### src/rtl/string_op_sequencer_if.sv
// rtl/string_op_sequencer_if.sv - FIFO A/B pop/flush bundle between sequencer and word FIFOs
interface string_op_sequencer_if;
   logic        a_empty;
   logic [31:0] a_data;
   logic        a_pop;
   logic        b_empty;
   logic [31:0] b_data;
   logic        b_pop;
   logic        fifo_flush;

   // sequencer side: consumes head words, issues pops and flush
   modport master (
      input  a_empty, a_data, b_empty, b_data,
      output a_pop, b_pop, fifo_flush
   );

   // FIFO side: presents show-ahead heads, obeys pops and flush
   modport slave (
      output a_empty, a_data, b_empty, b_data,
      input  a_pop, b_pop, fifo_flush
   );
endinterface

### src/rtl/string_op_sequencer.sv
// rtl/string_op_sequencer.sv - byte-serial LEN/FIND/CMP engine fed from word FIFOs A and B
module string_op_sequencer #(
   parameter int MAX_WORDS = 4
) (
   input  logic                         clk,
   input  logic                         reset,
   input  logic                         i_go,
   input  logic [1:0]                   i_op,
   input  logic [7:0]                   i_key,
   string_op_sequencer_if.master        fifo,
   output logic                         o_busy,
   output logic                         o_done,
   output logic                         o_error,
   output logic [31:0]                  o_result
);

   localparam int          POS_W     = $clog2(4 * MAX_WORDS) + 1;
   localparam int          WCNT_W    = $clog2(MAX_WORDS) + 1;
   localparam logic [WCNT_W-1:0] MAX_WCNT = WCNT_W'(MAX_WORDS);
   localparam logic [31:0] LEN_LIMIT = 32'(4 * MAX_WORDS);
   localparam logic [31:0] ALL_ONES  = 32'hFFFF_FFFF;

   localparam logic [1:0]  OP_LEN  = 2'd0;
   localparam logic [1:0]  OP_FIND = 2'd1;
   localparam logic [1:0]  OP_CMP  = 2'd2;
   localparam logic [1:0]  OP_RSVD = 2'd3;

   typedef enum logic [1:0] {S_IDLE, S_FETCH, S_SCAN, S_DONE} state_t;

   state_t              r_state, w_state_nxt;
   logic [1:0]          r_op, w_op_nxt;
   logic [7:0]          r_key, w_key_nxt;
   logic [31:0]         r_word_a, w_word_a_nxt;
   logic [31:0]         r_word_b, w_word_b_nxt;
   logic [1:0]          r_idx, w_idx_nxt;
   logic [POS_W-1:0]    r_pos, w_pos_nxt;
   logic [WCNT_W-1:0]   r_wcnt, w_wcnt_nxt;
   logic                r_error, w_error_nxt;
   logic [31:0]         r_result, w_result_nxt;

   logic                w_a_pop, w_b_pop;
   logic                w_need_b;
   logic                w_term;
   logic [7:0]          w_byte_a, w_byte_b;
   logic [8:0]          w_diff;
   logic [31:0]         w_diff_ext;
   logic [31:0]         w_pos_ext;

   // select the current byte of each latched word, most significant byte first
   always_comb begin
      w_byte_a = r_word_a[31:24];
      w_byte_b = r_word_b[31:24];
      case (r_idx)
         2'd0: begin w_byte_a = r_word_a[31:24]; w_byte_b = r_word_b[31:24]; end
         2'd1: begin w_byte_a = r_word_a[23:16]; w_byte_b = r_word_b[23:16]; end
         2'd2: begin w_byte_a = r_word_a[15:8];  w_byte_b = r_word_b[15:8];  end
         default: begin w_byte_a = r_word_a[7:0]; w_byte_b = r_word_b[7:0]; end
      endcase
   end

   // compare difference is a 9-bit signed value so 0x01-0xFF stays negative
   assign w_diff     = {1'b0, w_byte_a} - {1'b0, w_byte_b};
   assign w_diff_ext = {{23{w_diff[8]}}, w_diff};
   assign w_pos_ext  = {{(32 - POS_W){1'b0}}, r_pos};
   assign w_need_b   = (r_op == OP_CMP);

   // next-state, pop strobes and datapath updates
   always_comb begin
      w_state_nxt  = r_state;
      w_op_nxt     = r_op;
      w_key_nxt    = r_key;
      w_word_a_nxt = r_word_a;
      w_word_b_nxt = r_word_b;
      w_idx_nxt    = r_idx;
      w_pos_nxt    = r_pos;
      w_wcnt_nxt   = r_wcnt;
      w_error_nxt  = r_error;
      w_result_nxt = r_result;
      w_a_pop      = 1'b0;
      w_b_pop      = 1'b0;
      w_term       = 1'b0;
      case (r_state)
         S_IDLE: begin
            if (i_go) begin
               w_op_nxt     = i_op;
               w_key_nxt    = i_key;
               w_error_nxt  = 1'b0;
               w_result_nxt = 32'h0;
               w_pos_nxt    = '0;
               w_wcnt_nxt   = '0;
               if (i_op == OP_RSVD) begin
                  w_error_nxt  = 1'b1;
                  w_result_nxt = ALL_ONES;
                  w_state_nxt  = S_DONE;
               end else begin
                  w_state_nxt  = S_FETCH;
               end
            end
         end
         S_FETCH: begin
            if (!fifo.a_empty && (!w_need_b || !fifo.b_empty)) begin
               w_a_pop      = 1'b1;
               w_b_pop      = w_need_b;
               w_word_a_nxt = fifo.a_data;
               if (w_need_b) w_word_b_nxt = fifo.b_data;
               w_idx_nxt    = 2'd0;
               w_wcnt_nxt   = r_wcnt + WCNT_W'(1);
               w_state_nxt  = S_SCAN;
            end else begin
               // underrun: no waiting for data
               w_error_nxt  = 1'b1;
               w_result_nxt = ALL_ONES;
               w_state_nxt  = S_DONE;
            end
         end
         S_SCAN: begin
            case (r_op)
               OP_LEN: begin
                  if (w_byte_a == 8'h00) begin
                     w_term       = 1'b1;
                     w_result_nxt = w_pos_ext;
                  end
               end
               OP_FIND: begin
                  // key match wins, so a NUL key reports the NUL position
                  if (w_byte_a == r_key) begin
                     w_term       = 1'b1;
                     w_result_nxt = w_pos_ext;
                  end else if (w_byte_a == 8'h00) begin
                     w_term       = 1'b1;
                     w_result_nxt = ALL_ONES;
                  end
               end
               OP_CMP: begin
                  if (w_byte_a != w_byte_b) begin
                     w_term       = 1'b1;
                     w_result_nxt = w_diff_ext;
                  end else if (w_byte_a == 8'h00) begin
                     w_term       = 1'b1;
                     w_result_nxt = 32'h0;
                  end
               end
               default: w_term = 1'b1;
            endcase
            if (w_term) begin
               w_state_nxt = S_DONE;
            end else begin
               w_pos_nxt = r_pos + POS_W'(1);
               if (r_idx != 2'd3) begin
                  w_idx_nxt = r_idx + 2'd1;
               end else if (r_wcnt < MAX_WCNT) begin
                  w_state_nxt = S_FETCH;
               end else begin
                  // word limit reached: string treated as terminated here
                  w_state_nxt = S_DONE;
                  case (r_op)
                     OP_LEN:  w_result_nxt = LEN_LIMIT;
                     OP_FIND: w_result_nxt = ALL_ONES;
                     default: w_result_nxt = 32'h0;
                  endcase
               end
            end
         end
         S_DONE: w_state_nxt = S_IDLE;
         default: w_state_nxt = S_IDLE;
      endcase
   end

   // state register
   always_ff @(posedge clk or posedge reset) begin
      if (reset) r_state <= S_IDLE;
      else       r_state <= w_state_nxt;
   end

   // datapath registers
   always_ff @(posedge clk or posedge reset) begin
      if (reset) begin
         r_op     <= OP_LEN;
         r_key    <= 8'h00;
         r_word_a <= 32'h0;
         r_word_b <= 32'h0;
         r_idx    <= 2'd0;
         r_pos    <= '0;
         r_wcnt   <= '0;
         r_error  <= 1'b0;
         r_result <= 32'h0;
      end else begin
         r_op     <= w_op_nxt;
         r_key    <= w_key_nxt;
         r_word_a <= w_word_a_nxt;
         r_word_b <= w_word_b_nxt;
         r_idx    <= w_idx_nxt;
         r_pos    <= w_pos_nxt;
         r_wcnt   <= w_wcnt_nxt;
         r_error  <= w_error_nxt;
         r_result <= w_result_nxt;
      end
   end

   assign fifo.a_pop      = w_a_pop;
   assign fifo.b_pop      = w_b_pop;
   assign fifo.fifo_flush = (r_state == S_DONE);
   assign o_done          = (r_state == S_DONE);
   assign o_busy          = (r_state != S_IDLE);
   assign o_error         = r_error;
   assign o_result        = r_result;

endmodule

### src/flat_wrapper.sv
// flat-port wrapper written by rule: the top's interface ports become plain ports
module string_op_sequencer_flat 
#(
   parameter int MAX_WORDS = 4
)
  (clk, reset, i_go, i_op, i_key, o_busy, o_done, o_error, o_result, fifo_a_empty, fifo_a_data, fifo_b_empty, fifo_b_data, fifo_a_pop, fifo_b_pop, fifo_fifo_flush);
  string_op_sequencer_if fifo_i ();
  input  logic clk;
  input  logic reset;
  input  logic i_go;
  input  logic [1:0] i_op;
  input  logic [7:0] i_key;
  output logic o_busy;
  output logic o_done;
  output logic o_error;
  output logic [31:0] o_result;
  input wire logic [$bits(fifo_i.a_empty)-1:0] fifo_a_empty;
  input wire logic [$bits(fifo_i.a_data)-1:0] fifo_a_data;
  input wire logic [$bits(fifo_i.b_empty)-1:0] fifo_b_empty;
  input wire logic [$bits(fifo_i.b_data)-1:0] fifo_b_data;
  output wire logic [$bits(fifo_i.a_pop)-1:0] fifo_a_pop;
  output wire logic [$bits(fifo_i.b_pop)-1:0] fifo_b_pop;
  output wire logic [$bits(fifo_i.fifo_flush)-1:0] fifo_fifo_flush;
  assign fifo_i.a_empty = fifo_a_empty;
  assign fifo_i.a_data = fifo_a_data;
  assign fifo_i.b_empty = fifo_b_empty;
  assign fifo_i.b_data = fifo_b_data;
  assign fifo_a_pop = fifo_i.a_pop;
  assign fifo_b_pop = fifo_i.b_pop;
  assign fifo_fifo_flush = fifo_i.fifo_flush;
  string_op_sequencer #(.MAX_WORDS(MAX_WORDS)) u_core (.clk(clk), .reset(reset), .i_go(i_go), .i_op(i_op), .i_key(i_key), .fifo(fifo_i), .o_busy(o_busy), .o_done(o_done), .o_error(o_error), .o_result(o_result));
endmodule
### config.mk
export PLATFORM = sky130hd
export DESIGN_NAME = string_op_sequencer_flat
export DESIGN_NICKNAME = d
export VERILOG_FILES = /design/src/rtl/string_op_sequencer_if.sv /design/src/rtl/string_op_sequencer.sv /design/src/flat_wrapper.sv
export SDC_FILE = /design/constraint.sdc
export NUM_CORES = 1
export LEC_CHECK = 0
export CAP_MARGIN = 40
export CORE_UTILIZATION = 58
export CTS_CLUSTER_DIAMETER = 200
export DETAILED_ROUTE_END_ITERATION = 8
export PLACE_DENSITY = 0.83
export RECOVER_POWER = 100
export SYNTH_ARGS = -nofsm -noshare
export SYNTH_HDL_FRONTEND = slang
export SYNTH_SLANG_ARGS = --single-unit
### constraint.sdc
create_clock -name clk -period 13.8 [get_ports clk]
set_clock_uncertainty 0.05 [all_clocks]
set_input_delay 4.14 -clock clk [delete_from_list [all_inputs] [get_ports clk]]
set_output_delay 4.14 -clock clk [all_outputs]
set_load 0.02 [all_outputs]
-- Yosys cells after proc, flatten, opt, wreduce, memory -nomap -nowiden
Index checks and enable logic that the tools add are counted.
- bits in read-only memories: 0
- bits in writable memories: 0
- register bits after elaboration: 119
- latch bits: 0
- memories: 0
- input port bits: 79
- order comparisons: 1
- multiplexer cells: 46
- reductions and logical operators: 23
- equal/unequal tests: 17
- divide/modulo/power cells: 0
- shifts and indexed selects: 0
- multiply operators: 0
- $add $sub $neg: 4
- bitwise gates (word level): 0
- operators with widths (operator ; count):
    32-bit 2-to-1 mux ; 11
    32-bit one-hot mux with 3 select lines ; 2
    32-bit one-hot mux with 2 select lines ; 1
    8-bit one-hot mux with 3 select lines ; 2
    2-bit 2-to-1 mux ; 8
    3-bit AND reduction ; 5
    1-bit 2-to-1 mux ; 12
    2-bit == test, second input constant ; 5
    5-bit 2-to-1 mux ; 2
    5-bit one-hot mux with 2 select lines ; 1
    8-bit by 8-bit subtractor with 9-bit output ; 1
    8-bit == test ; 1
    8-bit logical NOT ; 1
    2-bit != test, second input constant ; 4
    8-bit != test ; 1
    2-bit one-hot mux with 4 select lines ; 1
    2-bit nonzero test ; 4
    2-bit by 1-bit == test with 1-bit output, second input constant ; 3
    2-bit logical NOT ; 3
    3-bit 2-to-1 mux ; 2
    3-bit one-hot mux with 2 select lines ; 1
    2-bit AND reduction ; 3
    5-bit by 1-bit adder with 5-bit output, second input constant ; 1
    2-bit by 1-bit != test with 1-bit output, second input constant ; 2
    other kinds (12) ; 14

-- Depth between registers and ports, before layout
- depth in word-level cells: 10
- mapped depth: 19
- mapped depth without buffers: 16

-- Least setup slack after synthesis
Ideal clock, no wire load.
- path kind: input-to-output
- start: input fifo_a_empty
- end: output fifo_b_pop
- stages: 5
- slack: 4.365 ns
- arrival time: 5.245 ns
- cell sequence: a211oi_1 -> buf_2 -> and2_1 -> clkbuf_1 -> buf_2
- word-level cells in the longest chain between the ends: 4
- RTL lines (item ; RTL line ; RTL):
    start: declaration ; flat_wrapper.sv:17 ; input wire logic [$bits(fifo_i.a_empty)-1:0] fifo_a_empty;
    1-bit logical NOT ; string_op_sequencer.sv:101 ; if (!fifo.a_empty && (!w_need_b || !fifo.b_empty)) begin
    1-bit logical AND ; string_op_sequencer.sv:101 ;
    1-bit 2-to-1 mux ; string_op_sequencer.sv:101 ;
    1-bit 2-to-1 mux ; string_op_sequencer.sv:82 ; case (r_state)
    end: declaration ; flat_wrapper.sv:22 ; output wire logic [$bits(fifo_i.b_pop)-1:0] fifo_b_pop;
Every way passes these cells.

-- Worst setup path after layout
- start: input fifo_b_empty
- end: output fifo_b_pop
- word-level cells in the longest chain between the ends: 5
- RTL lines (item ; RTL line ; RTL):
    start: declaration ; flat_wrapper.sv:19 ; input wire logic [$bits(fifo_i.b_empty)-1:0] fifo_b_empty;
    1-bit logical NOT ; string_op_sequencer.sv:101 ;
    1-bit logical OR ; string_op_sequencer.sv:101 ;
    1-bit logical AND ; string_op_sequencer.sv:101 ;
    1-bit 2-to-1 mux ; string_op_sequencer.sv:101 ;
    1-bit 2-to-1 mux ; string_op_sequencer.sv:82 ;
Every way passes these cells.

==> out/summary.log <==
[layout] final core occ 75.89%
[placement] placed instance count 836
[placement] final weighted congestion in routability-driven placement 0.9562
[cts] Bufs on Longest Clock Path 2
[cts] clock net sink count 119
[layout] Sequential cell area 2978 um2
[synthesis] most common cell in the netlist sky130_fd_sc_hd__dfrtp_1
[synthesis] share of synthesized registers carrying an async set or reset 100.0%
[route] detailed-routing iteration count for the pre-antenna-repair pass 5
[placement] IO Port Bufs 116
[worst_hold_path] Hold Path End u_core.o_result[23]
[route] wire length after detailed routing 17850 um
[layout] # diodes 0
[layout] Area growth syn-to-layout 26.27%
[setup_path] startpoint type of the worst setup path input pin
[synthesis] cell accounting for the most synthesized area sky130_fd_sc_hd__dfrtp_1
[timing] unrepaired setup endpoints after global routing false
[worst_hold_path] Worst Hold Depth 1
[global_routing] via count of the first global-routing pass 5560
[synthesis] Primary FF master, synth sky130_fd_sc_hd__dfrtp_1
[setup_path] R2R setup slack 7.96 ns
[worst_hold_path] startpoint of the lowest-slack hold path u_core.o_result[23]
[global_routing] global route total overflow 0
[cts] clock latency at the later pin of the worst-skew pair 0.42 ns
[timing] Fin. Hold Viols 0
[timing] Setup-failing EPs final 0
[synthesis] Post-Syn Nets 709
[setup_path] cell count of the worst reg-to-reg path 14
[cts] post-CTS clock slew at the launch and capture registers of the worst setup and hold paths 0.05 ns
[setup_path] Worst R2R Start u_core.r_idx[0]
[power_and_ir_drop] leakage 3.692 nW
[global_routing] pin count of the biggest net entering global routing 66
[route] DR vias/cell 6.440
[route] drt first-iter violations 460
[power_and_ir_drop] areal power density over the cells 269.4 nW/um2
[setup_path] Worst path depth 6
[setup_path] Critical Path Most Common Cell sky130_fd_sc_hd__dlygate4sd3_1
[cts] post-CTS setup buffers 0
[timing] smallest hold slack 0.4224 ns
[setup_path] critical path's top delay family buffers and inverters
[layout] share of cells above drive strength 1 16.76%
[setup_path] endpoint of the most critical register-to-register path u_core.o_result[15]
[layout] Multi-input gate area 3339 um2
[floorplanning] Die Area 11810 um2
[floorplanning] Core Footprint 10980 um2
[worst_hold_path] type of the tightest min-delay check reg2reg
[setup_path] category of the most critical setup path in2out
[cts] CTS tree built
[power_and_ir_drop] IR drop worst, VDD 0.0001432 V
[floorplanning] overall die height 108.7 um
[global_routing] aggregate global-route resource usage 31.97%
[synthesis] number of warnings printed during yosys synthesis 0
[setup_path] critical path buffer and inverter count 4
[cts] number of CTS-inserted buffers 17
[synthesis] count of unique library cells instantiated by Yosys 74
[global_routing] initial antenna violation count 0
[layout] number of cells in the finished layout apart from fillers 868
[timing] final count of pins violating max slew 130
[synthesis] Mapped Area 6601 um2
[outcome] run status finished, violations left
[synthesis] average cell area after synthesis 10.84 um2
[setup_path] Setup crit end kind primary output
[global_routing] global-route wire length before repair 28350 um
[timing] final period demand of the worst path 12.03 ns
[timing] Rel. slew slack -134.2%
[synthesis] number of instances in the synthesized netlist 609
[synthesis] top cells by area in the synthesized netlist sky130_fd_sc_hd__dfrtp_1 45%, sky130_fd_sc_hd__mux2_2 13%, sky130_fd_sc_hd__ha_1 3.8%, sky130_fd_sc_hd__a21o_1 3.2%, sky130_fd_sc_hd__o21ai_0 2.5%
[synthesis] Seq/Total Area, Yosys 45.11%
[timing] ratio of final minimum period to clock period 87.20%
[layout] fillcell total 729
[timing] Post-Route Setup TNS 0 ns
[route] WL per Instance 20.56 um
[synthesis] number of enable-type register cells in the synthesized netlist 0
[setup_path] critical path cell sequence dlygate4sd3_1 -> a211oi_4 -> clkbuf_1 -> and2_0 -> buf_4 -> dlygate4sd3_1
[outcome] violated checks capacitance limit, slew limit
[cts] clock root cell sky130_fd_sc_hd__clkbuf_16
[cts] post-cts hold buffer count 0
[synthesis] post-synthesis register bit count 119
[setup_path] peak fanout along the critical path 38
[cts] deepest level of the CTS H-tree 4
[synthesis] Synth top area share 45.11%
[floorplanning] number of primary I/O pins 117
[flow_run] # Max-Cap Violations 3
[route] remaining antenna violation count after routing 0
[synthesis] Commonest cells post-synth 119 x sky130_fd_sc_hd__dfrtp_1, 74 x sky130_fd_sc_hd__mux2_2, 33 x sky130_fd_sc_hd__nand2_1, 33 x sky130_fd_sc_hd__o21ai_0, 30 x sky130_fd_sc_hd__a21oi_1
[floorplanning] Initial Utilization 60.10%
[floorplanning] die boundary width 108.7 um
[route] DRC violations left 0
[layout] Total Nets Final 815
[setup_path] CP arrival 7.84 ns
[placement] hpwl dp 12250 um
[cts] Resized cells post-CTS 0
[timing] timing-limited maximum frequency 0.08310 GHz
[setup_path] Max stage delay cell, worst path sky130_fd_sc_hd__clkbuf_1
[setup_path] delay of the slowest critical-path stage 1.46 ns
[route] total via count in the routed design 5590
[floorplanning] site row count 38
[setup_path] required time of the critical path 9.61 ns
[timing] pin slew with the least headroom to its limit 3.513 ns
==> final cells by class <==
cell class / count / area share (%)
clock buffer: 26 / 6.109
clock inverter: 6 / 0.7805
inverter: 19 / 0.8706
multi-input combinational: 436 / 40.06
sequential: 119 / 35.73
tap: 140 / 2.101
timing repair buffer: 122 / 14.35
==> state kept, by name, indices dropped and copies added (netlist names) <==
signal,cells
u_core.o_result,32
u_core.r_op,2
u_core.r_key,8
u_core.r_idx,2
u_core.r_pos,5
u_core.o_error,1
u_core.r_wcnt,3
u_core.r_state,2
u_core.r_word_b,32
u_core.r_word_a,32
==> per-stage QoR <==
stage / total power [W] / instance area [um2] / worst slack, ns
after floorplan: 0.001489 / 6601 / 4.365
after global routing: 0.002376 / 8335 / 1.587
final: 0.002245 / 8335 / 1.766
after CTS: 0.002259 / 8401 / 3.013
after global placement: 0.001754 / 7782 / 3.097
after detailed placement: 0.001814 / 7826 / 3.046
==> layout by cell type (no fill, tap or decap), drive strengths merged, types with 6 or more instances in the layout <==
master         instances
o21ai                 35
clkbuf                29
and3                   6
nand3                 17
clkdlybuf4s50         75
nand2                 35
nor2                  29
ha                    20
a21o                  28
xor2                   8
mux2                  75
nor3                  14
a222oi                10
mux2i                  8
nand2b                 6
or3                    6
dfrtp                119
a2bb2oi                6
inv                   17
a21oi                 33
nor2b                 11
dlygate4sd3           41
a22oi                  6
==> worst max path at each step <==
| stage | from | to | slack (ns) |
|---|---|---|---|
| 2_1_floorplan | fifo_a_empty | fifo_b_pop | 4.36 |
| 3_3_place_gp | fifo_a_empty | fifo_b_pop | 3.10 |
| 3_5_place_dp | fifo_a_empty | fifo_b_pop | 3.05 |
| 4_1_cts | fifo_a_empty | fifo_b_pop | 3.01 |
| 5_1_grt | fifo_b_empty | fifo_b_pop | 1.59 |
| 6_report | fifo_b_empty | fifo_b_pop | 1.77 |
==> worst register-to-register path, cell delays in order, from the launching register on <==
cell                        delay [ns]
sky130_fd_sc_hd__dfrtp_1          0.42
sky130_fd_sc_hd__ha_1             0.64
sky130_fd_sc_hd__inv_1            0.54
sky130_fd_sc_hd__mux2i_1          0.39
sky130_fd_sc_hd__ha_1             0.20
sky130_fd_sc_hd__inv_1            0.05
sky130_fd_sc_hd__fa_1             0.43
sky130_fd_sc_hd__a211oi_1         0.32
sky130_fd_sc_hd__o21ai_0          0.14
sky130_fd_sc_hd__o2111a_1         0.16
sky130_fd_sc_hd__a2111oi_2        0.40
sky130_fd_sc_hd__a211o_1          0.17
sky130_fd_sc_hd__o211ai_2         0.07
sky130_fd_sc_hd__a31oi_1          1.49
sky130_fd_sc_hd__a21o_1           0.29
==> routing by layer <==
metal  wire [um]  track usage [%]  part of all wire, %
met5           0                0                    0
met4         471            13.80                  2.6
met3        1238            5.738                  6.9
met2        8878            52.76                   50
met1        7256            41.40                   41
==> power breakdown <==
group	internal [W]	switching, W
Sequential	0.000520	0.000138
Combinational	0.000528	0.000631
Clock	0.000271	0.000156
==> kinds of logic (layout without fill, tap and decap cells) <==
kind of cell	Yosys count	count (layout)	synth area share (%)
buffers and inverters	54	173	3.999
XOR/XNOR	11	11	1.573
adder cells (fa/ha/maj)	21	21	4.094
flip-flops	119	119	45.11
AO/OA/AOI/OAI	175	175	19.67
AND/OR/NAND/NOR	146	146	11.49
multiplexers	83	83	14.06
(Power assumes the default switching activity.)
